[src/rtl/logic_gates_pkg.sv]
// rtl/logic_gates_pkg.sv - shared constants and helpers for the logic-gates library
package logic_gates_pkg;

  localparam int OR_DEFAULT_WIDTH = 1;
  localparam int OR_DEFAULT_CNT_W = 16;

  // Adds one to value and stops at the all-ones value of a width-bit counter.
  function automatic logic [31:0] sat_inc(input logic [31:0] value, input int unsigned width);
    logic [31:0] max_val;
    if (width >= 32)
      max_val = 32'hFFFF_FFFF;
    else
      max_val = (32'd1 << width) - 32'd1;
    if (value >= max_val)
      return max_val;
    else
      return value + 32'd1;
  endfunction

endpackage

[src/rtl/sat_counter.sv]
// rtl/sat_counter.sv - saturating event counter with synchronous active-high clear
module sat_counter
  import logic_gates_pkg::*;
#(
  parameter int CNT_W = OR_DEFAULT_CNT_W
) (
  input  logic             clk,
  input  logic             rst,
  input  logic             inc,
  output logic [CNT_W-1:0] cnt
);

  if (CNT_W < 1 || CNT_W > 32) begin : g_bad_cnt_w
    $error("sat_counter: CNT_W must be in 1..32");
  end

  always_ff @(posedge clk) begin
    if (rst)
      cnt <= '0;
    else if (inc)
      cnt <= CNT_W'(sat_inc(32'(cnt), CNT_W));
  end

endmodule

[src/rtl/or_gate.sv]
// rtl/or_gate.sv - bitwise two-input OR with registered copy and activity monitor
module or_gate
  import logic_gates_pkg::*;
#(
  parameter int WIDTH = OR_DEFAULT_WIDTH,
  parameter int CNT_W = OR_DEFAULT_CNT_W
) (
  input  logic             clk,
  input  logic             rst,
  input  logic [WIDTH-1:0] a,
  input  logic [WIDTH-1:0] b,
  output logic [WIDTH-1:0] y,
  output logic [WIDTH-1:0] y_q,
  output logic             any_hi,
  output logic [CNT_W-1:0] hi_cnt
);

  if (WIDTH < 1 || WIDTH > 64) begin : g_bad_width
    $error("or_gate: WIDTH must be in 1..64");
  end

  if (CNT_W < 1 || CNT_W > 32) begin : g_bad_cnt_w
    $error("or_gate: CNT_W must be in 1..32");
  end

  // No masking: an X input only resolves when the other operand is 1.
  assign y      = a | b;
  assign any_hi = |y;

  always_ff @(posedge clk) begin
    if (rst)
      y_q <= '0;
    else
      y_q <= y;
  end

  sat_counter #(
    .CNT_W(CNT_W)
  ) u_hi_cnt (
    .clk(clk),
    .rst(rst),
    .inc(any_hi),
    .cnt(hi_cnt)
  );

endmodule

[config.mk]
export PLATFORM = sky130hd
export DESIGN_NAME = or_gate
export DESIGN_NICKNAME = d
export VERILOG_FILES = /design/src/rtl/logic_gates_pkg.sv /design/src/rtl/sat_counter.sv /design/src/rtl/or_gate.sv
export SDC_FILE = /design/constraint.sdc
export NUM_CORES = 1
export LEC_CHECK = 0
export ABC_AREA = 1
export CORE_MARGIN = 1.5
export CORE_UTILIZATION = 51
export CTS_BUF_LIST = sky130_fd_sc_hd__clkbuf_4
export CTS_CLUSTER_DIAMETER = 100
export DETAILED_ROUTE_END_ITERATION = 12
export GPL_ROUTABILITY_DRIVEN = 0
export PLACE_DENSITY = 0.81
export SETUP_SLACK_MARGIN = 0.5
export SLEW_MARGIN = 20
export SYNTH_ARGS = -nofsm -noshare
export SYNTH_HDL_FRONTEND = slang
export SYNTH_SLANG_ARGS = --single-unit
[constraint.sdc]
create_clock -name clk -period 1.47 [get_ports clk]
set_input_delay 0.3675 -clock clk [delete_from_list [all_inputs] [get_ports clk]]
set_output_delay 0.3675 -clock clk [all_outputs]
set_load 0.1 [all_outputs]
==> qor.yml, run 1 <==
async_flop_share_pct: 0
yosys.area.top_type: "dfxtp_1"
failing_step: "clock tree synthesis"
clk_path_buf_depth: 2
synth_cells: 136
run_status: "aborted with a tool error"
post-cts-setup-buffers: 14
synth_cell_types: 23
die_w_um: 46.9
boundaryPins: 23
row_count: 15
placed_cells: 189
hpwlAfterDp_um: 2120
error_line: "[ERROR DPL-0033] detailed placement checks failed during check placement."
start_util_pct: 55.6
cts_root_buf: "clkbuf_4"
cts_resized: 23
cts_hold_buf: 0
syn_nets: 141
yosys_warnings: 0
io_buffers: 22
cts_buffers: 3
synth-seq-cells: 17
synthTopCellsByCount: "36 x nand2_1, 20 x inv_1, 17 x dfxtp_1, 13 x nor2_1"
yosysMostFrequentCell: "nand2_1"
cts.htree.levels: 1
yosysSeqAreaShare_pct: 34.7
syn_area_um2: 981
clkSinkCount: 17
synth.top_cell.area_share_pct: 34.7
synth_edf_count: 0
synth_ff_type: "dfxtp_1"
syn_avg_cell_area_um2: 7.21
yosys-top-cells-area: "dfxtp_1 35%, nand2_1 14%, a21oi_2 8.0%, inv_1 7.7%, nor2_1 5.0%"
die_h_um: 46.9
==> cell families after synthesis <==
| kind of cell | synth area share, % |
|---|---|
| flip-flops | 34.7 |
| adder cells (fa/ha/maj) | 1.28 |
| AO/OA/AOI/OAI | 13.6 |
| AND/OR/NAND/NOR | 33.8 |
| buffers and inverters | 10.3 |
| XOR/XNOR | 6.25 |
==> metrics by stage <==
step | hold slack [ns] | setup slack [ns] | TNS, ns | area, µm²
after floorplan | 0.424 | -0.382 | -1.56 | 1090
after global placement | 0.509 | -0.359 | -4.78 | 1570
after detailed placement | 0.515 | -0.409 | -5.24 | 1570
==> inputs of run 2 (changes only) <==
CORE_AREA = 2 2 63 65   (was default)
CORE_MARGIN = default   (was 1.5)
CORE_UTILIZATION = default   (was 51)
CTS_BUF_LIST = default   (was sky130_fd_sc_hd__clkbuf_4)
CTS_CLUSTER_DIAMETER = default   (was 100)
DIE_AREA = 0 0 65 67   (was default)
PLACE_DENSITY = default   (was 0.81)
PLACE_DENSITY_LB_ADDON = 0.15   (was default)
SETUP_SLACK_MARGIN = default   (was 0.5)
==> qor.yml, run 2 <==
run_status: "completed"
synth_cells: 136
synth_ff_type: "dfxtp_1"
syn_nets: 141
hold_ws_ns: 0.468
grtUsageTotal_pct: 12.8
synth-simple-area-share_pct: 33.8
placed_cells: 216
slowest_delay_ns: 0.20
drive_above_1_share_pct: 44.9
timing.rr.start: "u_hi_cnt.cnt[0]"
p_seq_share_pct: 43.7
crit_family: "buffers and inverters"
core_area_um2: 3610
synth-compound-area-share_pct: 13.6
cts.htree.levels: 1
worstSetupPathType: "input pin to output port"
io_buffers: 22
hp-start: "u_hi_cnt.cnt[12]"
start_util_pct: 27.2
switching_share_pct: 31.1
cp.required_ns: 1.10
r2r_slack_ns: 0.08
reg2reg_depth: 6
fin_nets: 182
synthTopCellsByCount: "36 x nand2_1, 20 x inv_1, 17 x dfxtp_1, 13 x nor2_1"
yosys_warnings: 0
clock_latency_ns: 0.25
cts.clk_slew.worst_paths_ns: 0.07
combPwrFrac_pct: 22.4
tightest_slew_ns: 0.249
drt_iter0_drc: 33
boundaryPins: 23
syn_to_final_growth_pct: 71.6
maxClockFrequency_ghz: 0.687
ant_nets: 0
die_h_um: 67
slew_viol_final: 0
critPathArrivalTime_ns: 1.09
cts_tree: "done"
path_cells: "clkdlybuf4s15_1, nor2_4, clkinvlp_4, buf_12"
synth_top_family_by_area: "simple AND/OR/NAND/NOR gates"
row_count: 22
grt_max_degree: 12
layout_common_cells: "34 x nand2_1, 19 x inv_1, 19 x buf_12, 17 x buf_4, 13 x dfxtp_4"
cts_buffers: 3
largest_register: "u_hi_cnt.cnt"
globalRouteOverflowTotal: 0
slew_headroom_pct: 83.4
p_int_w: 0.000734
timing.final.crit_share_pct: 99.0
pre_cts_slack_ns: -0.356
largest_register_ffs: 16
cts_root_buf: "clkbuf_8"
r2r_end: "u_hi_cnt.cnt[7]"
synth_xor_area_share_pct: 6.25
finalClockSkew_ns: 0.00170
final_common_cell: "nand2_1"
yosysSeqAreaShare_pct: 34.7
stdcell_count: 224
synth-seq-cells: 17
cp_max_fo: 4
p_leak_nw: 0.653
wl_um: 2590
worst-path-buf-inv: 3
hpwlAfterDp_um: 2030
wl_per_cell_um: 11.6
antenna_found_initial: 0
top_regs: "u_hi_cnt.cnt: 16 flops, y_q: 1 flops"
cp-end-kind: "output port"
total_power_w: 0.00106
yosys.area.top_type: "dfxtp_1"
nFillCells: 368
power.net_switching_w: 0.000331
p_clk_share_pct: 34.0
slowest_stage: "clkdlybuf4s15_1"
synth.top_cell.area_share_pct: 34.7
clkSinkCount: 17
min_to: "u_hi_cnt.cnt[12]"
muxShareOfSynthArea_pct: 0
num_vias: 982
synth_adder_area_share_pct: 1.28
async_flop_share_pct: 0
antenna_cells: 0
power_density_nw_per_um2: 633
vias_per_cell: 4.38
final_hold_viol_count: 0
setup_violations: 0
cp-start-kind: "input pin"
synth_cell_types: 23
drtPass1Iterations: 4
syn_area_um2: 981
hold_depth: 2
rsz0062_at_grt: "yes"
die_w_um: 65
grt_pass1_wl_um: 4250
yosys-top-cells-area: "dfxtp_1 35%, nand2_1 14%, a21oi_2 8.0%, inv_1 7.7%, nor2_1 5.0%"
synth_edf_count: 0
cap_viol_max_count: 0
setup_ws_ns: 0.0154
yosysMostFrequentCell: "nand2_1"
grt_pass1_vias: 956
utilization_pct: 46.7
period_needed_ns: 1.45
syn_avg_cell_area_um2: 7.21
clk_path_buf_depth: 2
drc: 0
min-delay-path-class: "flip-flop to flip-flop"
vdd_drop_max_v: 0.000423
die_area_um2: 4360
run 2: cell counts after synthesis:
Identical to the previous run, type by type.
run 2: cells by family after synthesis:
group / Yosys count
adder cells (fa/ha/maj): 1
buffers and inverters: 23
AO/OA/AOI/OAI: 18
AND/OR/NAND/NOR: 70
XOR/XNOR: 7
flip-flops: 17
run 2: worst min-delay path, cell delays in order, from the launching register on:
cell	delay [ns]
dfxtp_2	0.32
inv_1	0.06
a21oi_1	0.05
run 2: worst max path at each step:
stage,start,endpoint,depth (start not counted)
after global placement,b,u_hi_cnt.cnt[7],6
after detailed placement,b,u_hi_cnt.cnt[14],8
after floorplan,b,y,3
final,a,any_hi,4
after global routing,u_hi_cnt.cnt[0],u_hi_cnt.cnt[10],9
after CTS,a,any_hi,4
run 2: repair_timing:
action / CTS / global route
endpoints found under the setup margin: 16 / 7
resized for setup: 4 / 2
setup buffers: 2 / 2
hold buffers: 0 / 0
pin swaps: 1 / 1
run 2: layout make-up:
cell class,count,area [µm²],share of cell area (%)
multi-input combinational,96,564,33.5
clock buffer,3,41.3,2.45
timing repair buffer,39,538,32.0
clock inverter,1,7.51,0.446
sequential,17,393,23.3
inverter,20,78.8,4.68
tap,48,60.1,3.57
run 2: power by group through the flow:
| stage | clock, W | sequential [W] | combinational [W] |
|---|---|---|---|
| after detailed placement | 0 | 0.000476 | 0.000236 |
| after global routing | 0.000405 | 0.000466 | 0.000246 |
| after CTS | 0.000378 | 0.000465 | 0.000240 |
| final | 0.000362 | 0.000465 | 0.000238 |
| after global placement | 0 | 0.000475 | 0.000236 |
| after floorplan | 0 | 0.000552 | 0.0000659 |
run 2: metrics by stage:
stage	setup TNS, ns	cell area (µm²)
after floorplan	-1.34	1060
after global placement	-4.93	1600
after detailed placement	-5.37	1600
after CTS	0	1660
after global routing	-0.0611	1680
final	0	1680
run 2: routing by layer:
layer	vias up	global-route usage, %	wire (µm)
met5	-	0	0
met4	0	5.85	23
met3	2	2.36	83
met2	15	21.1	1260
met1	455	16.1	1220
li1	510	-	-
Note: power is estimated with default switching activity, not from simulation.
==> inputs of run 3 (changes only) <==
SYNTH_HIERARCHICAL = 1   (was default)
==> qor.yml, run 3 <==
run_status: "completed"
setup_violations: 0
cts_buffers: 3
maxClockFrequency_ghz: 0.740
placed_cell_area_um2: 1480
grtUsageTotal_pct: 11.6
clock_latency_ns: 0.25
yosys-top-cells-area: "dfxtp_1 38%, nand2_1 12%, inv_1 7.9%, nand3_1 6.7%, nor2_1 5.0%"
syn_nets: 135
worstSetupPathType: "input pin to output port"
row_count: 22
setup_ws_ns: 0.119
drtPass1Iterations: 4
rsz0062_at_grt: "no"
grt_pass1_wl_um: 3890
boundaryPins: 23
start_util_pct: 25.0
synth_cell_types: 24
synth-seq-cells: 17
wl_um: 2280
async_flop_share_pct: 0
slew_headroom_pct: 82.8
yosys_warnings: 6
final_area_um2: 1610
synth_cells: 130
placed_cells: 208
grt_pass1_vias: 864
synth.top_cell.area_share_pct: 37.7
stdcell_count: 216
largest_register_ffs: 16
cp-end-kind: "output port"
cap_viol_max_count: 0
num_vias: 927
min-delay-path-class: "input pin to flip-flop"
synth_ff_type: "dfxtp_1"
nFillCells: 371
cts.clk_slew.worst_paths_ns: 0.07
slew_viol_final: 0
drc: 0
layout_common_cells: "28 x nand2_1, 19 x buf_12, 17 x inv_1, 14 x buf_4, 14 x dfxtp_2"
cts_hold_buf: 0
cts_tree: "done"
fin_nets: 174
wl_per_cell_um: 10.5
cp.required_ns: 1.10
syn_area_um2: 902
cts.htree.levels: 1
timing.final.crit_share_pct: 91.9
antenna_cells: 0
die_h_um: 67
globalRouteOverflowTotal: 0
hpwlAfterDp_um: 1740
antenna_found_initial: 0
drive_above_1_share_pct: 45.8
syn_to_final_growth_pct: 77.9
multi_input_area_um2: 538
final_common_cell: "nand2_1"
tightest_slew_ns: 0.257
drt_iter0_drc: 30
die_w_um: 65
vdd_drop_max_v: 0.000268
synthTopCellsByCount: "30 x nand2_1, 19 x inv_1, 17 x dfxtp_1, 12 x nand3_1, 12 x nor2_1"
yosys.area.top_type: "dfxtp_1"
grt_max_degree: 11
cp-start-kind: "input pin"
core_area_um2: 3610
final_hold_viol_count: 0
largest_register: "u_hi_cnt/cnt"
vias_per_cell: 4.29
top_regs: "u_hi_cnt/cnt: 16 flops, y_q: 1 flops"
finalClockSkew_ns: 0.00181
period_needed_ns: 1.35
yosysSeqAreaShare_pct: 37.7
synth_edf_count: 0
power_density_nw_per_um2: 663
clk_path_buf_depth: 2
clkSinkCount: 17
die_area_um2: 4360
critPathArrivalTime_ns: 0.98
pre_cts_slack_ns: -0.387
p_leak_nw: 0.696
syn_avg_cell_area_um2: 6.94
cts_root_buf: "clkbuf_8"
ant_nets: 0
cp_max_fo: 3
io_buffers: 22
ff_latch_area_um2: 365
yosysMostFrequentCell: "nand2_1"
-- run 3: changes by cell type in the layout (fill, tap and decap cells not counted), moves of 3 or more --
| cell | delta |
|---|---|
| nand2_1 | -6 |
| nor2_2 | -4 |
| a21oi_1 | +6 |
| dfxtp_2 | +11 |
| a21oi_2 | -8 |
| buf_4 | -3 |
| dfxtp_4 | -11 |
-- run 3: what timing repair did --
| item | CTS | global route |
|---|---|---|
| endpoints found under the setup margin | 17 | 11 |
| pin swaps | 1 | 4 |
| setup buffers | 1 | 3 |
| gates resized for setup | 6 | 11 |
-- run 3: final timing paths --
path                    start          endpoint  slack [ns]  cells after the start
max                         a                 y        0.12                      5
min                         b               y_q        0.37                      3
max reg2reg   u_hi_cnt/cnt[1]  u_hi_cnt/cnt[11]        0.13                      8
min reg2reg  u_hi_cnt/cnt[14]  u_hi_cnt/cnt[14]        0.53                      2
-- run 3: cell families (layout without fill, tap and decap cells) --
kind of cell	after synthesis	in the layout	synth area share [%]
xor gates and xnor gates	7	7	6.80
AOI/OAI and AO/OA	13	13	7.49
DFF	17	17	37.7
and+or+nand+nor	69	69	36.1
adders and majority gates	1	1	1.39
buffers and inverters	23	61	10.5
-- run 3: stage by stage --
stage	util, %	total power, W	setup TNS, ns	hold WS [ns]
2_1_floorplan	-	0.000622	-3.95	0.440
3_3_place_gp	41.1	0.000712	-5.68	0.516
3_5_place_dp	41.1	0.000713	-5.91	0.523
4_1_cts	42.9	0.00107	0	0.485
5_1_grt	44.5	0.00111	0	0.388
6_report	44.5	0.00107	0	0.371
-- run 3: cell type report --
type / count / area share [%]
Clock buffer: 3 / 2.57
Clock inverter: 1 / 0.312
Inverter: 20 / 4.91
Multi-Input combinational cell: 90 / 33.5
Sequential cell: 17 / 22.8
Tap cell: 48 / 3.74
Timing Repair Buffer: 37 / 32.2
-- run 3: critical path, stage by stage --
cell and delay [ns]:
clkbuf_2 0.10, nor2_4 0.13, clkinvlp_4 0.10, buf_6 0.13
buf_12 0.16
-- run 3: layer usage --
layer  track usage, %  vias to the layer above  wire length [µm]
li1                 -                      486                 -
met1             15.5                      428              1100
met2             18.3                       11              1090
met3             1.69                        2                57
met4             5.59                        0                34
met5                0                        -                 0
-- run 3: report_power, final --
group / internal [W] / switching, W
Clock: 0.000188 / 0.000166
Sequential: 0.000472 / 0.0000116
Combinational: 0.0000882 / 0.000140
Total: 0.000747 / 0.000318
